===== config.mk =====
export PLATFORM = sky130hd
export DESIGN_NAME = muntjac_fpu_round_pack
export DESIGN_NICKNAME = d
export VERILOG_FILES = /design/src/rtl/muntjac_fpu_round_pack.sv
export SDC_FILE = /design/constraint.sdc
export NUM_CORES = 1
export LEC_CHECK = 0
export CAP_MARGIN = 40
export CORE_MARGIN = 2
export CORE_UTILIZATION = 60
export CTS_BUF_LIST = sky130_fd_sc_hd__clkbuf_16
export DETAILED_ROUTE_END_ITERATION = 7
export HOLD_SLACK_MARGIN = 0.06
export PLACE_DENSITY = 0.86
export SYNTH_ARGS = -nofsm -noshare
export SYNTH_HDL_FRONTEND = slang
export SYNTH_SLANG_ARGS = --single-unit

===== constraint.sdc =====
create_clock -name clk_i -period 5.3 [get_ports clk_i]
set_input_delay 1.06 -clock clk_i [delete_from_list [all_inputs] [get_ports clk_i]]
set_output_delay 1.06 -clock clk_i [all_outputs]
set_load 0.02 [all_outputs]

===== src/rtl/muntjac_fpu_round_pack.sv =====
// Rounding-mode encoding shared by the FPU datapath, and the two-stage round/pack
// pipeline that turns an unpacked {sign, exponent, significand} into an IEEE word.
package muntjac_fpu_pkg;

    typedef enum logic [2:0] {
        RoundTiesToEven     = 3'b000,
        RoundTowardZero     = 3'b001,
        RoundTowardNegative = 3'b010,
        RoundTowardPositive = 3'b011,
        RoundTiesToAway     = 3'b100
    } rounding_mode_e;

endpackage

module muntjac_fpu_round_pack #(
    parameter int InExpWidth = 10,
    parameter int InSigWidth = 25,
    parameter int ExpWidth   = 8,
    parameter int SigWidth   = 23
) (
    input  logic                             clk_i,
    input  logic                             rst_ni,
    input  muntjac_fpu_pkg::rounding_mode_e  rounding_mode_i,
    input  logic                             in_valid_i,
    output logic                             in_ready_o,
    input  logic                             sign_i,
    input  logic signed [InExpWidth-1:0]     exponent_i,
    input  logic [InSigWidth-1:0]            significand_i,
    input  logic                             is_zero_i,
    input  logic                             is_inf_i,
    input  logic                             is_nan_i,
    input  logic                             invalid_operation_i,
    output logic                             out_valid_o,
    input  logic                             out_ready_i,
    output logic [ExpWidth+SigWidth:0]       data_o,
    output logic [4:0]                       flags_o
);
    import muntjac_fpu_pkg::*;

    localparam int BeWidth  = InExpWidth + 1;
    localparam int FieldW   = ExpWidth + SigWidth;
    localparam int StickyW  = InSigWidth - SigWidth - 1;
    localparam int ShiftMax = SigWidth + 2;
    localparam int ExtW     = InSigWidth + ShiftMax;
    localparam logic signed [BeWidth-1:0] Bias  = BeWidth'((2 ** (ExpWidth - 1)) - 1);
    localparam logic [BeWidth-1:0]        BeOvf = BeWidth'((2 ** ExpWidth) - 1);

    function automatic logic f_round_inc(input rounding_mode_e rm, input logic sign,
                                         input logic lsb, input logic g, input logic s);
        case (rm)
            RoundTiesToEven:     return g & (s | lsb);
            RoundTowardZero:     return 1'b0;
            RoundTowardNegative: return sign & (g | s);
            RoundTowardPositive: return ~sign & (g | s);
            RoundTiesToAway:     return g;
            default:             return 1'b0;
        endcase
    endfunction

    logic                     r_s1_valid;
    logic                     r_s1_sign;
    rounding_mode_e           r_s1_rm;
    logic [ExpWidth-1:0]      r_s1_exp;
    logic [SigWidth-1:0]      r_s1_frac;
    logic                     r_s1_g;
    logic                     r_s1_s;
    logic                     r_s1_tiny;
    logic                     r_s1_ovf;
    logic                     r_s1_nan;
    logic                     r_s1_inf;
    logic                     r_s1_zero;
    logic                     r_s1_nv;

    logic                     r_s2_valid;
    logic [FieldW:0]          r_s2_data;
    logic [4:0]               r_s2_flags;

    logic                     w_s1_advance;
    logic                     w_accept;

    // Stage 1: bias the exponent and denormalise when the result is below the normal range
    logic signed [BeWidth-1:0] w_be;
    logic                      w_be_neg;
    logic                      w_be_zero;
    logic                      w_be_pos;
    logic                      w_ovf_pre;
    logic [BeWidth-1:0]        w_shamt_raw;
    logic [BeWidth-1:0]        w_shamt;
    logic [ExtW-1:0]           w_ext;
    logic [SigWidth-1:0]       w_n_frac;
    logic                      w_n_g;
    logic                      w_n_s;
    logic [SigWidth-1:0]       w_d_frac;
    logic                      w_d_g;
    logic                      w_d_s;
    logic                      w_carry_n;
    logic                      w_tiny;
    logic [ExpWidth-1:0]       w_exp_field;
    logic [SigWidth-1:0]       w_frac;
    logic                      w_g;
    logic                      w_s;

    assign w_be        = {exponent_i[InExpWidth-1], exponent_i} + Bias;
    assign w_be_neg    = w_be[BeWidth-1];
    assign w_be_zero   = (w_be == '0);
    assign w_be_pos    = !w_be_neg && !w_be_zero;
    assign w_ovf_pre   = !w_be_neg && ($unsigned(w_be) >= BeOvf);

    assign w_shamt_raw = BeWidth'(1) - $unsigned(w_be);
    assign w_shamt     = (w_shamt_raw > BeWidth'(ShiftMax)) ? BeWidth'(ShiftMax) : w_shamt_raw;

    // Shift is always >= 1 on this path, so the hidden-bit slot is dropped by the truncation
    assign w_ext       = ExtW'({1'b1, significand_i, {ShiftMax{1'b0}}} >> w_shamt);

    assign w_n_frac    = significand_i[InSigWidth-1 -: SigWidth];
    assign w_n_g       = significand_i[StickyW];
    assign w_n_s       = |significand_i[StickyW-1:0];

    assign w_d_frac    = w_ext[ExtW-1 -: SigWidth];
    assign w_d_g       = w_ext[ExtW-SigWidth-1];
    assign w_d_s       = |w_ext[ExtW-SigWidth-2:0];

    // Tininess after rounding: would the unbounded-exponent result still sit below 2^emin?
    assign w_carry_n   = (&w_n_frac) &
                         f_round_inc(rounding_mode_i, sign_i, w_n_frac[0], w_n_g, w_n_s);
    assign w_tiny      = w_be_neg | (w_be_zero & !w_carry_n);

    assign w_exp_field = w_be_pos ? w_be[ExpWidth-1:0] : '0;
    assign w_frac      = w_be_pos ? w_n_frac : w_d_frac;
    assign w_g         = w_be_pos ? w_n_g    : w_d_g;
    assign w_s         = w_be_pos ? w_n_s    : w_d_s;

    assign w_s1_advance = !r_s2_valid | out_ready_i;
    assign in_ready_o   = !r_s1_valid | w_s1_advance;
    assign w_accept     = in_valid_i & in_ready_o;

    always_ff @(posedge clk_i or negedge rst_ni) begin
        if (!rst_ni) begin
            r_s1_valid <= 1'b0;
            r_s1_sign  <= 1'b0;
            r_s1_rm    <= RoundTiesToEven;
            r_s1_exp   <= '0;
            r_s1_frac  <= '0;
            r_s1_g     <= 1'b0;
            r_s1_s     <= 1'b0;
            r_s1_tiny  <= 1'b0;
            r_s1_ovf   <= 1'b0;
            r_s1_nan   <= 1'b0;
            r_s1_inf   <= 1'b0;
            r_s1_zero  <= 1'b0;
            r_s1_nv    <= 1'b0;
        end else begin
            if (in_ready_o) begin
                r_s1_valid <= in_valid_i;
            end
            if (w_accept) begin
                r_s1_sign <= sign_i;
                r_s1_rm   <= rounding_mode_i;
                r_s1_exp  <= w_exp_field;
                r_s1_frac <= w_frac;
                r_s1_g    <= w_g;
                r_s1_s    <= w_s;
                r_s1_tiny <= w_tiny;
                r_s1_ovf  <= w_ovf_pre;
                r_s1_nan  <= is_nan_i;
                r_s1_inf  <= is_inf_i;
                r_s1_zero <= is_zero_i;
                r_s1_nv   <= invalid_operation_i;
            end
        end
    end

    // Stage 2: increment {exponent, fraction} as one field so carries cross binades for free
    logic                w_inc;
    logic [FieldW-1:0]   w_sum;
    logic                w_ovf;
    logic                w_nx;
    logic                w_ovf_to_inf;
    logic [FieldW:0]     w_inf_word;
    logic [FieldW:0]     w_max_word;
    logic [FieldW:0]     w_data;
    logic [4:0]          w_flags;

    assign w_inc      = f_round_inc(r_s1_rm, r_s1_sign, r_s1_frac[0], r_s1_g, r_s1_s);
    assign w_sum      = {r_s1_exp, r_s1_frac} + FieldW'(w_inc);
    assign w_ovf      = r_s1_ovf | (&w_sum[FieldW-1:SigWidth]);
    assign w_nx       = r_s1_g | r_s1_s | w_ovf;
    assign w_inf_word = {r_s1_sign, {ExpWidth{1'b1}}, {SigWidth{1'b0}}};
    assign w_max_word = {r_s1_sign, {(ExpWidth-1){1'b1}}, 1'b0, {SigWidth{1'b1}}};

    always_comb begin
        w_ovf_to_inf = 1'b1;
        case (r_s1_rm)
            RoundTowardZero:     w_ovf_to_inf = 1'b0;
            RoundTowardNegative: w_ovf_to_inf = r_s1_sign;
            RoundTowardPositive: w_ovf_to_inf = !r_s1_sign;
            default:             w_ovf_to_inf = 1'b1;
        endcase
    end

    always_comb begin
        w_data  = {r_s1_sign, w_sum};
        w_flags = {r_s1_nv, 1'b0, 1'b0, r_s1_tiny & w_nx, w_nx};
        if (r_s1_nan) begin
            w_data  = {1'b0, {ExpWidth{1'b1}}, 1'b1, {(SigWidth-1){1'b0}}};
            w_flags = {r_s1_nv, 4'b0000};
        end else if (r_s1_inf) begin
            w_data  = w_inf_word;
            w_flags = {r_s1_nv, 4'b0000};
        end else if (r_s1_zero) begin
            w_data  = {r_s1_sign, {FieldW{1'b0}}};
            w_flags = {r_s1_nv, 4'b0000};
        end else if (w_ovf) begin
            w_data  = w_ovf_to_inf ? w_inf_word : w_max_word;
            w_flags = {r_s1_nv, 1'b0, 1'b1, r_s1_tiny, 1'b1};
        end
    end

    always_ff @(posedge clk_i or negedge rst_ni) begin
        if (!rst_ni) begin
            r_s2_valid <= 1'b0;
            r_s2_data  <= '0;
            r_s2_flags <= '0;
        end else if (w_s1_advance) begin
            r_s2_valid <= r_s1_valid;
            if (r_s1_valid) begin
                r_s2_data  <= w_data;
                r_s2_flags <= w_flags;
            end
        end
    end

    assign out_valid_o = r_s2_valid;
    assign data_o      = r_s2_data;
    assign flags_o     = r_s2_flags;

endmodule

Word-level counts from Yosys, hierarchy flattened. Index checks and enable logic that the tools add are counted. W data, S select, Z words.

Register bits: 82. Input bits: 47. Logic and storage cells: 82.

Shift-type cells: 1. Eq/ne operators: 7. $lt $le $gt $ge: 2. Bitwise logic cells: 21. Add/subtract/negate cells: 3. Reduce and logical (&&, ||, !) cells: 15. Mux-type cells: 17.

Operator list (count): $mux W31 (3); $shr A51 B11 Y50 (1); $mux W32 (1); $add A31 B1 Y31 (1); $reduce_or A26 Y1 (1); $mux W24 (1); $mux W23 (1); $reduce_and A23 Y1 (1); $eq A3 B2 Y1 const B (4); $mux W3 (4); $add A10 B8 Y11 const B (1); $ge A11 B8 Y1 const B (1); $gt A11 B5 Y1 const B (1); $logic_not A11 Y1 (1); $mux W11 (1); $sub A1 B11 Y11 const A (1); $and A1 B1 Y1 (10); $or A1 B1 Y1 (9); $mux W8 (1); $pmux W1 S4 (2); $reduce_and A8 Y1 (1); $eq A3 B3 Y1 const B (2); $logic_not A1 Y1 (6); $logic_not A3 Y1 (2); 6 further kinds (9).

Depth between registers and ports, before layout. Gate-level depths: netlist of the first run.

Depth after elaboration: 12. Depth in mapped cells: 21.

Worst setup path before layout of the first run. OpenSTA, ideal clock, no wires.

Kind: input-to-reg. From: input exponent_i[0]. To: register r_s1_s. Setup slack: -0.010 ns. Stages on the path: 20. Arrival: 5.180 ns. Library setup time: 0.130 ns. Data required time: 5.170 ns. Cell sequence: clkbuf_1 inv_1 ha_1 clkbuf_1 xor2_1 inv_1 ha_1 nor2b_1 a32o_1 a21oi_1 xor2_1 o2111ai_2 buf_2 nor2_4 mux2_1 o311ai_1 a2bb2oi_1 nand2_1 o22ai_1 a31oi_1.

Longest elaborated chain between the ends: 7.

Ends and longest elaborated chain: start, declared (line 27) `input logic signed [InExpWidth-1:0] exponent_i,`; $add A10 B8 Y11 (*) (line 103) `assign w_be = {exponent_i[InExpWidth-1], exponent_i} + Bias;`; $sub A1 B11 Y11 (line 109) `assign w_shamt_raw = BeWidth'(1) - $unsigned(w_be);`; $gt A11 B5 Y1 (line 110) `assign w_shamt = (w_shamt_raw > BeWidth'(ShiftMax)) ? BeWidth'(ShiftMax) : w_shamt_raw;`; $mux W11 (line 110); $shr A51 B11 Y50 (line 113) `assign w_ext = ExtW'({1'b1, significand_i, {ShiftMax{1'b0}}} >> w_shamt);`; $reduce_or A26 Y1 (line 121) `assign w_d_s = |w_ext[ExtW-SigWidth-2:0];`; $mux W1 (*) (line 131) `assign w_s = w_be_pos ? w_n_s : w_d_s;`; end signal, assigned (line 162) `r_s1_s <= w_s;`; end, declared (line 66) `logic r_s1_s;`.

Every way passes the cells marked *; elsewhere a longest branch is shown, timed or not. A chain may end at the register's enable or synchronous reset.

Worst setup path in the final report of the first run. Ends and elaborated chain as after synthesis.

==> results of run 1 <==
[worst max-delay path by stage]
| stage | startpoint | endpoint | depth (start not counted) |
|---|---|---|---|
| after global routing | exponent_i[1] | r_s1_frac[5] | 20 |
| final | exponent_i[0] | r_s1_s | 16 |
| after CTS | exponent_i[0] | r_s1_s | 16 |
| after global placement | exponent_i[1] | r_s1_s | 19 |
| after floorplan | exponent_i[0] | r_s1_s | 20 |
| after detailed placement | exponent_i[0] | r_s1_s | 16 |
[routing by layer]
layer  vias up  part of all wire  GRT usage
met5         -                 0          0
met3       120             0.093    0.06695
met1      3410              0.39     0.5032
li1       3244                 -          -
met2       462              0.46     0.6473
met4         0             0.064     0.2454
[cells by family (layout without fill, tap and decap cells)]
family	after synthesis	in the layout	synth area share
compound gates	255	255	0.2827
xor+xnor	41	41	0.05532
fa+ha+maj	8	8	0.01511
buf+inv	78	166	0.05211
flops	81	81	0.3059
mux	31	31	0.04890
other cells	1	1	0.0005659
simple gates	331	331	0.2394
[cell usage in the layout, fill, tap and decap left out, types with 5 or more instances in the layout]
cell type	instances
nand3_1	27
o22ai_1	13
o21ai_1	30
ha_1	8
or3_1	6
a21oi_1	22
a211oi_1	7
nor4_1	8
a22o_1	24
nor3_1	17
xor2_1	22
nand4_1	16
buf_4	46
nor2b_1	7
a2bb2oi_1	6
clkdlybuf4s50_1	83
inv_1	20
mux2i_1	20
mux2_2	10
o31ai_1	14
o21a_1	5
nand2_1	126
a22oi_1	13
nor2_1	69
clkbuf_16	9
and2_1	5
a31oi_1	14
nand2b_1	8
nand3b_1	5
and3_1	6
xnor2_1	17
o21ai_0	28
o211ai_1	8
o22a_1	9
dfrtp_1	81
[registers in the layout, summed over array words and instances, names as in the netlist]
register,count
r_s1_zero,1
r_s1_sign,1
flags_o,4
r_s1_exp,8
r_s1_nan,1
out_valid_o,1
r_s1_inf,1
data_o,32
r_s1_frac,23
r_s1_g,1
r_s1_nv,1
r_s1_rm,3
r_s1_valid,1
r_s1_tiny,1
r_s1_s,1
r_s1_ovf,1
[through the flow]
stage	cells	cell area [µm²]	util	total power, W	TNS [ns]
2_1_floorplan	826	6634	-	0.001164	0
3_3_place_gp	1037	7771	0.7200	0.001417	0
3_5_place_dp	1039	7806	0.7233	0.001449	-0.1036
4_1_cts	1054	8083	0.7489	0.002040	0
5_1_grt	1054	8102	0.7506	0.002146	0
6_report	1054	8102	0.7506	0.002053	0
[worst register-to-register path, stage by stage, from the launching register on]
cell      delay (ns)
dfrtp_1         0.43
xor2_1          0.19
nand3b_1        0.12
o31ai_1         0.08
nand2_1         0.08
o21ai_0         0.08
ha_1            0.29
ha_1            0.26
nand3_1         0.19
nor2_1          0.31
nand3_1         0.20
nor3_1          0.32
xnor2_1         0.15
and4b_1         0.23
a31oi_2         0.18
buf_4           0.29
nor2_1          0.15
nor3_2          0.36
buf_4           0.30
a22o_1          0.18
[power groups by stage]
| stage | clock network, W | logic, W | registers, W |
|---|---|---|---|
| finish | 0.000585 | 0.000680 | 0.000788 |
| global placement | 0 | 0.000633 | 0.000784 |
| floorplan | 0 | 0.000353 | 0.000812 |
| CTS | 0.000587 | 0.000668 | 0.000785 |
| global route | 0.000617 | 0.000733 | 0.000797 |
| detailed placement | 0 | 0.000656 | 0.000793 |
[what timing repair did]
item / in CTS / in global routing
gates resized for setup: 0 / 3
endpoints found under the hold margin: 0 / 0
setup endpoints to repair: 0 / 1
[layout make-up]
| type | instances | area [µm²] |
|---|---|---|
| multi-input cells | 667 | 4308 |
| fillers | 733 | 2691 |
| flip-flops and latches | 81 | 2027 |
| repair buffers | 132 | 1244 |
| clock buffers | 9 | 225.2 |
| well taps | 140 | 175.2 |
| inverters | 19 | 71.32 |
| clock inverters | 6 | 51.30 |
==> impl_metrics.csv, run 1 <==
group,metric,value,unit
placement,io_buffers,84,
power,seq_power_share,0.384,
drt,drtIter0Drc,959,
setup_path,worst_setup_path_start_kind,"primary input",
timing,finClkSkew,0.003884,ns
setup_path,cp_slowest_stage_delay,0.55,ns
setup_path,worstReg2RegEnd,"data_o[10]",
power,netSwitchingPower,0.0007129,W
timing,maxSlewHeadroom,0.5307,
timing,rsz0062_at_grt,"false",
drt,avgViaCountPerCell,6.865,
grt,antenna_found_initial,1,
die,dieHeight,109.1,µm
power,power.leakage,3.306,nW
die,die_x,109.1,µm
drt,drc,0,
die,io_pins,86,
synthesis,synthArstFlopShare,1.000,
drt,wl,23140,µm
cts,postCtsHoldBufs,0,
setup_path,r2r_setup_slack,0.82,ns
grt,grt_usage,0.4021,
die,rows,38,
cts,path_clk_slew,0.05,ns
cts,postCtsSetupRepairBufs,0,
setup_path,r2r_start,"r_s1_rm[0]",
timing,fin_ws,0.2254,ns
synthesis,post_synth_instance_area,6626,µm²
placement,place_congestion,1.134,
timing,min_period,5.075,ns
timing,worstMarginPinSlew,0.7015,ns
synthesis,synth_edf_count,0,
die,initial_core_util,0.6140,
cts,cts.root.buffer_cell,"clkbuf_16",
power,ir_worst_vdd,262.3,µV
final_layout,drive_above_1_share,0.1171,
synthesis,synthFlopType,"dfrtp_1",
timing,period_share,0.9575,
setup_path,crit_required,5.51,ns
cts,clock_latency,0.34,ns
setup_path,crit_fanout,25,
setup_path,ff2ff_path_depth,19,
drt,via_count,7236,
synthesis,synth_cell_types,88,
drt,wl_per_cell,21.95,µm
cts,htreeDepth,3,
cts,cts.sinks,81,
worst_hold_path,hold_class,"reg -> reg",
final_layout,diodes,0,
drt,firstDrtPassIters,6,
timing,setup_violations,0,
synthesis,syn_inst,826,
setup_path,cp_num_buf_inv,4,
grt,grt-ovfl-total,0,
grt,grt_pass1_wl,36750,µm
synthesis,yosys_register_bits,81,
power,power_density,253.4,nW/µm²
final_layout,nets,965,
grt,grt_pass1_vias,6992,
setup_path,critical_path_class,"in -> reg",
power,p_int,0.001340,W
timing,holdWs,0.4709,ns
timing,slew_viol_final,0,
power,clockPowerShare,0.285,
timing,fmax,197.1,MHz
job,maxCapViolations,0,
drt,ant_nets,0,
synthesis,synth_top_cell_area_share,0.3059,
cts,ctsLongestPathBuffers,2,
timing,hold_violations,0,
cts,tritoncts,"done",
synthesis,yosysMostFrequentCell,"nand2_1",
die,die_area,11900,µm²
synthesis,synth_top_area_cell,"dfrtp_1",
placement,dp_slack,-0.05849,ns
synthesis,syn_nets,881,
die,core_area,10790,µm²
setup_path,cp_cell_sequence,"clkdlybuf4s50_1 > buf_4 > nor3_1 > a32oi_1 > buf_4 > a221oi_4 > a21oi_2 > o21ai_2 > buf_4 > o22ai_1 > a22oi_1 > o221a_1 > a2bb2oi_1 > o21ai_1 > o31ai_1 > a31oi_1",
worst_hold_path,whs_endpoint,"flags_o[4]",
synthesis,ys_warn_count,0,
setup_path,crit_family,"compound AO/OA/AOI/OAI gates",
synthesis,postSynthAreaPerCell,8.022,µm²
setup_path,crit_arrival,5.29,ns
setup_path,crit_slowest_cell,"nor3_1",
power,combinationalPowerShare,0.331,
worst_hold_path,hp-start,"r_s1_nv",
run_status,status,"completed",
setup_path,cp-end-kind,"register",
placement,dp_hpwl,17100,µm
worst_hold_path,whs_path_depth,2,
final_layout,areaGrowthSynthToFinish,22.26,%
cts,cts_buffers,9,
synthesis,ys_seq_area_frac,0.3059,
synthesis,synth.area.top_cells,"dfrtp_1, nand2_1, nor2_1",
grt,grt_start_max_net_pins,62,
setup_path,path_common_cell,"buf_4",
synthesis,synth.top_cells.by_count,"nand2_1, dfrtp_1, nor2_1",
power,swShare,0.3472,
No activity file was read; power rests on OpenSTA's default activity.
==> run 2: changes to the inputs <==
MAX_ROUTING_LAYER = met4   (was not set)
RECOVER_POWER = 25   (was not set)
==> run 2 against run 1 <==
Against the previous run: the flow now finishes with violations (max-capacitance violations, max-slew violations); global-route usage decreased by 3.8 points; non-clock buffer count decreased by 7; sequential share of layout area increased by 0.36 points; first-iteration DRC count decreased by 10%; power decreased by 4.4%; largest power group unchanged.
==> impl_metrics.csv, run 2 (synthesis results as in run 1) <==
group,metric,value,unit
run_status,status,"finished, violations left",
run_status,violations,"max-capacitance violations, max-slew violations",
die,io_pins,86,
setup_path,cp_num_buf_inv,3,
final_layout,nets,958,
die,dieHeight,109.1,µm
worst_hold_path,whs_path_depth,2,
power,seq_power_share,0.400,
placement,place_area,7741,µm²
setup_path,crit_family,"compound AO/OA/AOI/OAI gates",
grt,grt_pass1_vias,6704,
final_layout,areaGrowthSynthToFinish,20.54,%
cts,postCtsHoldBufs,0,
setup_path,ff2ff_path_depth,19,
drt,avgViaCountPerCell,6.774,
job,maxCapViolations,1,
timing,holdWs,0.4877,ns
timing,fin_ws,0.2233,ns
setup_path,crit_required,5.51,ns
cts,tritoncts,"done",
drt,drc,0,
timing,finClkSkew,0.004377,ns
placement,dp_hpwl,15250,µm
drt,via_count,7086,
power,netSwitchingPower,0.0006797,W
die,core_area,10790,µm²
grt,grt-ovfl-total,0,
die,die_x,109.1,µm
setup_path,worst_setup_path_start_kind,"primary input",
grt,grt_pass1_wl,32820,µm
final_layout,drive_above_1_share,0.1049,
worst_hold_path,hold_class,"reg -> reg",
drt,firstDrtPassIters,7,
setup_path,crit_fanout,8,
timing,maxSlewHeadroom,-1.051,
setup_path,cp_cell_sequence,"clkdlybuf4s50_1 > inv_1 > ha_1 > xor2_2 > inv_1 > ha_1 > nor2b_1 > a32o_1 > a21oi_1 > xor2_2 > o2111ai_4 > o32a_1 > o221ai_2 > mux2i_1 > mux2_2 > o21bai_1 > o31ai_1 > a31oi_1",
cts,cts.sinks,81,
setup_path,worstReg2RegEnd,"data_o[17]",
grt,antenna_found_initial,0,
final_layout,final_common_cell,"nand2_1",
worst_hold_path,hp-start,"r_s1_nv",
die,rows,38,
power,power_density,245.7,nW/µm²
final_layout,fin_area,7988,µm²
worst_hold_path,whs_endpoint,"flags_o[4]",
grt,grt_usage,0.3636,
setup_path,r2r_setup_slack,1.04,ns
placement,io_buffers,84,
final_layout,final_cell_mix,"nand2_1, clkdlybuf4s50_1, dfrtp_1, nor2_1, buf_4",
cts,ctsLongestPathBuffers,2,
timing,worstMarginPinSlew,3.077,ns
power,swShare,0.3463,
timing,period_share,0.9579,
final_layout,largest_reg_flops,32,
timing,hold_violations,0,
placement,dp_slack,-0.1037,ns
drt,wl,20640,µm
die,initial_core_util,0.6140,
final_layout,num-fill-cells,812,
setup_path,critical_path_class,"in -> reg",
timing,fmax,197.0,MHz
die,die_area,11900,µm²
drt,wl_per_cell,19.73,µm
timing,min_period,5.077,ns
timing,fin_setup_tns,0,ns
power,ir_worst_vdd,231.1,µV
power,clockPowerShare,0.266,
drt,ant_nets,0,
cts,postCtsSetupRepairBufs,0,
setup_path,crit_arrival,5.28,ns
cts,cts.root.buffer_cell,"clkbuf_16",
placement,place_congestion,1.192,
setup_path,cp_slowest_stage_delay,0.48,ns
setup_path,cp-end-kind,"register",
cts,cts_buffers,9,
timing,setup_violations,0,
power,power.leakage,3.240,nW
drt,drtIter0Drc,861,
timing,slew_viol_final,61,
setup_path,crit_slowest_cell,"clkdlybuf4s50_1",
cts,htreeDepth,3,
setup_path,r2r_start,"r_s1_rm[0]",
cts,clock_latency,0.34,ns
final_layout,diodes,0,
power,combinationalPowerShare,0.335,
power,p_int,0.001283,W
cts,path_clk_slew,0.05,ns
grt,grt_start_max_net_pins,61,
[run 2: cell type report]
| cell class | instances | area (µm²) | share of cell area |
|---|---|---|---|
| multi-input combinational | 667 | 4319 | 0.5407 |
| timing repair buffer | 125 | 1151 | 0.1441 |
| inverter | 19 | 71.32 | 0.008929 |
| sequential | 81 | 2027 | 0.2538 |
| clock inverter | 5 | 18.77 | 0.002350 |
| tap | 140 | 175.2 | 0.02193 |
| clock buffer | 9 | 225.2 | 0.02820 |
[run 2: worst max-delay path by stage]
stage                  startpoint      to  slack, ns  cells past startpoint
floorplan           exponent_i[0]  r_s1_s       0.09                     20
global placement    exponent_i[0]  r_s1_s        0.1                     19
detailed placement  exponent_i[0]  r_s1_s      -0.10                     19
CTS                 exponent_i[0]  r_s1_s       0.22                     19
global route        exponent_i[1]  r_s1_s      -0.08                     19
finish              exponent_i[0]  r_s1_s       0.22                     18
[run 2: routing by layer]
layer / routed length, µm / GRT usage / vias up / part of all wire
met4: 1298 / 0.2189 / 0 / 0.063
li1: - / - / 3223 / -
met2: 9161 / 0.5439 / 509 / 0.44
met5: 0 / - / - / 0
met3: 2317 / 0.08548 / 154 / 0.11
met1: 7861 / 0.4456 / 3200 / 0.38
[run 2: worst min-delay path, cell delays in order (launching register included)]
cell and delay [ns]:
dfrtp_1 0.34, nand2_1 0.06, nand2_1 0.05
[run 2: power groups by stage]
stage	clock network (W)	logic, W	registers [W]
floorplan	0	0.000353	0.000812
global placement	0	0.000616	0.000785
detailed placement	0	0.000637	0.000793
CTS	0.000525	0.000643	0.000783
global route	0.000553	0.000709	0.000795
finish	0.000521	0.000657	0.000785
[run 2: stage by stage]
step	util	instances	total power, W
after floorplan	-	826	0.001164
after global placement	0.7140	1030	0.001401
after detailed placement	0.7173	1032	0.001429
after CTS	0.7399	1046	0.001952
after global routing	0.7401	1046	0.002057
final	0.7401	1046	0.001963
[run 2: repair_timing]
item	CTS	global route
gates resized for setup	0	4
endpoints found under the hold margin	0	0
setup endpoints to repair	0	2
==> run 3: changes to the inputs <==
CORE_ASPECT_RATIO = 0.9   (was not set)
==> run 3 against run 2 <==
Against the previous run: the flow finishes with violations (design-rule violations, max-capacitance violations, max-slew violations); cell area is 0.27% higher; global-route usage is 1.4 points lower; maximum frequency is 0.67% higher; clock skew is 0.0014 ns higher; first-iteration DRC count is 35% higher; critical endpoint unchanged; worst setup slack better by 0.034 ns.
==> impl_metrics.csv, run 3 (synthesis results as in run 1) <==
group,metric,value,unit
setup_path,crit_arrival,5.25,ns
timing,fmax,198.3,MHz
drt,via_count,7117,
setup_path,cp_num_buf_inv,4,
grt,grt_pass1_wl,32570,µm
drt,wl_per_cell,19.52,µm
timing,setup_violations,0,
placement,dp_slack,-0.07655,ns
setup_path,cp-end-kind,"register",
power,clockPowerShare,0.264,
worst_hold_path,hold_class,"reg -> reg",
grt,grt-ovfl-total,0,
timing,maxSlewHeadroom,-0.7553,
power,combinationalPowerShare,0.337,
timing,finClkSkew,0.005764,ns
power,p_int,0.001286,W
grt,grt_usage,0.3501,
timing,hold_violations,0,
drt,ant_nets,0,
drt,firstDrtPassIters,8,
setup_path,critical_path_class,"in -> reg",
cts,htreeDepth,3,
power,seq_power_share,0.399,
grt,grt_pass1_vias,6643,
power,swShare,0.3448,
final_layout,drive_above_1_share,0.1079,
grt,antenna_found_initial,0,
drt,avgViaCountPerCell,6.837,
setup_path,cp_cell_sequence,"clkdlybuf4s50_1 > inv_1 > ha_1 > buf_4 > nor2b_1 > a2111o_1 > a221oi_4 > nand4_1 > nand2_1 > buf_4 > a31oi_1 > o22ai_1 > o22ai_1 > nor4_1 > o21bai_1 > o31ai_1 > a31oi_1",
timing,min_period,5.043,ns
die,dieHeight,103.7,µm
timing,worstMarginPinSlew,2.633,ns
placement,io_buffers,84,
drt,wl,20320,µm
power,power_density,245.1,nW/µm²
die,core_area,10810,µm²
setup_path,worstSetupEndpoint,"r_s1_s",
final_layout,areaGrowthSynthToFinish,20.86,%
timing,rsz0062_at_grt,"false",
setup_path,crit_family,"compound AO/OA/AOI/OAI gates",
final_layout,nets,960,
placement,place_area,7747,µm²
cts,cts.sinks,81,
run_status,violations,"design-rule violations, max-capacitance violations, max-slew violations",
setup_path,cp.depth,17,
cts,tritoncts,"done",
timing,fin_setup_tns,0,ns
timing,period_share,0.9515,
setup_path,startpoint,"exponent_i[0]",
cts,path_clk_slew,0.05,ns
setup_path,r2r_setup_slack,1.08,ns
cts,clock_latency,0.33,ns
setup_path,crit_required,5.51,ns
job,maxCapViolations,2,
timing,fin_ws,0.2571,ns
cts,cts.root.buffer_cell,"clkbuf_16",
die,die_x,114.8,µm
die,io_pins,86,
cts,ctsLongestPathBuffers,2,
power,power.leakage,3.251,nW
setup_path,ff2ff_path_depth,19,
drt,drc,67,
setup_path,cp_slowest_stage_delay,0.48,ns
grt,grt_start_max_net_pins,54,
final_layout,final_util,0.7409,
final_layout,fin_area,8009,µm²
power,netSwitchingPower,0.0006769,W
die,initial_core_util,0.6130,
run_status,status,"finished, violations left",
setup_path,worstReg2RegEnd,"data_o[14]",
placement,place_congestion,1.285,
timing,slew_viol_final,84,
placement,dp_hpwl,15290,µm
setup_path,r2r_start,"r_s1_rm[0]",
timing,holdWs,0.4701,ns
cts,cts_buffers,9,
final_layout,largest_reg_flops,32,
final_layout,final_common_cell,"nand2_1",
setup_path,crit_slowest_cell,"a2111o_1",
drt,drtIter0Drc,1160,
die,die_area,11900,µm²
power,ir_worst_vdd,159.9,µV
setup_path,crit_fanout,11,
final_layout,final_cell_mix,"nand2_1, clkdlybuf4s50_1, dfrtp_1, nor2_1, buf_4",
setup_path,worst_setup_path_start_kind,"primary input",
cts,postCtsSetupRepairBufs,0,
final_layout,diodes,0,
die,rows,36,
## run 3: repair_timing
action                     4_1_cts  5_1_grt
hold buffers                     0        0
setup endpoints to repair        0        5
gates resized for setup          0        7
## run 3: layout make-up
class	count	area [µm²]
timing repair buffer	127	1166
inverter	19	71.32
tap	133	166.4
clock buffer	9	225.2
fill	797	2801
clock inverter	5	18.77
sequential	81	2027
multi-input combinational	667	4334
## run 3: worst min-delay path by stage
stage / start / endpoint / slack (ns) / cells after the start
2_1_floorplan: r_s1_nv / flags_o[4] / 0.43 / 2
6_report: flags_o[4] / flags_o[4] / 0.47 / 2
5_1_grt: r_s1_nv / flags_o[4] / 0.51 / 2
3_5_place_dp: flags_o[4] / flags_o[4] / 0.46 / 2
4_1_cts: flags_o[4] / flags_o[4] / 0.48 / 2
3_3_place_gp: r_s1_nv / flags_o[4] / 0.45 / 2
## run 3: power by group through the flow
| stage | registers (W) | logic (W) | clock network (W) |
|---|---|---|---|
| 2_1_floorplan | 0.000812 | 0.000353 | 0 |
| 3_3_place_gp | 0.000784 | 0.000619 | 0 |
| 3_5_place_dp | 0.000792 | 0.000641 | 0 |
| 4_1_cts | 0.000781 | 0.000644 | 0.000527 |
| 5_1_grt | 0.000794 | 0.000710 | 0.000551 |
| 6_report | 0.000783 | 0.000662 | 0.000518 |
## run 3: tightest hold or removal path: stages, from the launching register on
cell     delay (ns)
dfrtp_1        0.34
nand2_1        0.05
nand2_1        0.05
## run 3: metrics by stage
step                power, W  instances
finish              0.001963       1041
detailed placement  0.001433       1027
global route        0.002054       1041
CTS                 0.001952       1041
global placement    0.001403       1024
floorplan           0.001164        826
## run 3: per-layer routing
layer / track usage / vias up / wire length, µm
li1: - / 3235 / -
met1: 0.4420 / 3226 / 8004
met2: 0.5089 / 503 / 8730
met3: 0.08953 / 153 / 2383
met4: 0.1997 / 0 / 1204
met5: - / - / 0
==> edit (settings of run 2) <==
`SigWidth`: 23 -> 19.
--- a/src/rtl/muntjac_fpu_round_pack.sv
+++ b/src/rtl/muntjac_fpu_round_pack.sv
@@ -16,7 +16,7 @@
     parameter int InExpWidth = 10,
     parameter int InSigWidth = 25,
     parameter int ExpWidth   = 8,
-    parameter int SigWidth   = 23
+    parameter int SigWidth   = 19
 ) (
     input  logic                             clk_i,
     input  logic                             rst_ni,
Interface: changed (resized data_o); port bits go from 86 to 82. The function was not compared with the original's and may differ.
==> edit against run 2 <==
The flow still finishes with violations (max-capacitance violations, max-slew violations). Global-route usage up 3.4 points. Die area down 7.3%. Cell count decreased by 2.8%. Power down 2.9%. Sequential cell count fell by 8. Worst setup slack better by 0.069 ns. Wire length increased by 3.0%. Design area down 4.9%. Area after synthesis is 7.6% lower. Critical path depth decreased by 1. First-iteration DRC count is 16% lower. Largest power group unchanged.
==> edit: results (changes against run 2) <==
Ranked by total cell area, the synthesized netlist is headed by sky130_fd_sc_hd__dfrtp_1 30%, sky130_fd_sc_hd__nand2_1 6.4%, sky130_fd_sc_hd__nor2_1 5.1%. The fill cell total of the finished layout came out at 678 (-17%). The run gives 48 (-21%) as the total count of max-transition violations in the final report.

The wire length of the first global-routing pass was 34.10 mm (+3.9%). The run gives 0.005846 ns (+0.001468 ns) as the worst-case clock skew. The run finished, with violations left. The total number of vias was 6878 (-2.9%). The cell depth of the worst flop-to-flop path is 20 (+1), and the data arrival time of the critical path is 5.22 ns (-0.06 ns). Reported max-cap violation count: 1 (unchanged).

The run gives 722 (-16%) as the iteration-0 DRC count of the detailed router. Worst reg-to-reg setup slack: 0.98 ns (-0.06 ns). The final reports fail on max-capacitance violations, max-slew violations. For the final-stage net count, the log shows 935 (-2.4%). The number of flip-flops in the largest register was 28 (-13%); the met2 wire length was 9.892 mm (+8.0%). The logs give -57.85% (+47 points) for the remaining max-slew budget at the tightest pin and 0.0006794 W (about the same) for the switching power of the nets. The end of the worst register-to-register path is data_o[18]$_DFFE_PN0P_.

The post-synthesis sequential element count was 73 (-9.9%); the maximum fanout count along the critical path was 17 (+9). The commonest cells after synthesis are 104 x sky130_fd_sc_hd__nand2_1, 83 x sky130_fd_sc_hd__nor2_1, 73 x sky130_fd_sc_hd__dfrtp_1, 60 x sky130_fd_sc_hd__o21ai_0, 45 x sky130_fd_sc_hd__a21oi_1. The logs give 2.117 mm (-8.6%) for the met3 wirelength from detailed routing and 27.0% (+0.4 points) for the clock share of power. The run gives 5 (-2) as the total iterations of the first detailed-routing run. Among all stages on the critical path, the largest delay is contributed by sky130_fd_sc_hd__or4_1.

The sequential element share of the synthesized area came out at 29.84% (-0.75 points). The final critical path time including I/O delays and setup is 5.008 ns (-0.06851 ns). Met2 track demand over resource in global routing: 62.89% (+8.5 points). The met1 routing resource usage after global routing came out at 49.96% (+5.4 points).
## edit: metrics by stage
step                      hold slack (ns)  instance area, um2  total power, W  instances  util (%)
after floorplan                    0.4331                6147        0.001087        788         -
after global placement             0.4491                7340        0.001346       1001     74.75
after detailed placement           0.4672                7340        0.001368       1001     74.75
after CTS                          0.4890                7595        0.001889       1017     77.34
after global routing               0.5225                7599        0.001985       1017     77.38
final                              0.4899                7599        0.001905       1017     77.38
## edit: cell families (layout without fill, tap and decap cells)
logic type | after synthesis | count (layout) | share of synthesized area [%]
other | 1 | 1 | 0.06125
buffers and inverters | 72 | 168 | 4.987
DFF | 73 | 73 | 29.84
and+or+nand+nor | 314 | 314 | 24.38
AOI/OAI and AO/OA | 252 | 252 | 28.31
adders and majority gates | 9 | 9 | 1.839
xor gates and xnor gates | 32 | 32 | 4.578
muxes | 35 | 35 | 6.009
## edit: what timing repair did
item | in CTS | in global routing
setup buffers | 0 | 0
resized for setup | 0 | 2
endpoints found under the setup margin | 0 | 1
hold endpoints to repair | 0 | 0
## edit: cell type report
cell class | count | area [um2] | area share [%]
Clock buffer | 9 | 225.2 | 2.964
Timing Repair Buffer | 140 | 1274 | 16.76
Multi-Input combinational cell | 643 | 4030 | 53.04
Inverter | 12 | 46.29 | 0.6093
Tap cell | 133 | 166.4 | 2.190
Sequential cell | 73 | 1827 | 24.04
Clock inverter | 7 | 30.03 | 0.3952
## edit: critical path: cells and delay by family
family	cells	cell delay (ns)
adder cells (fa/ha/maj)	1	0.27
AND/OR/NAND/NOR	5	1.62
buffers and inverters	4	0.90
AO/OA/AOI/OAI	7	1.38
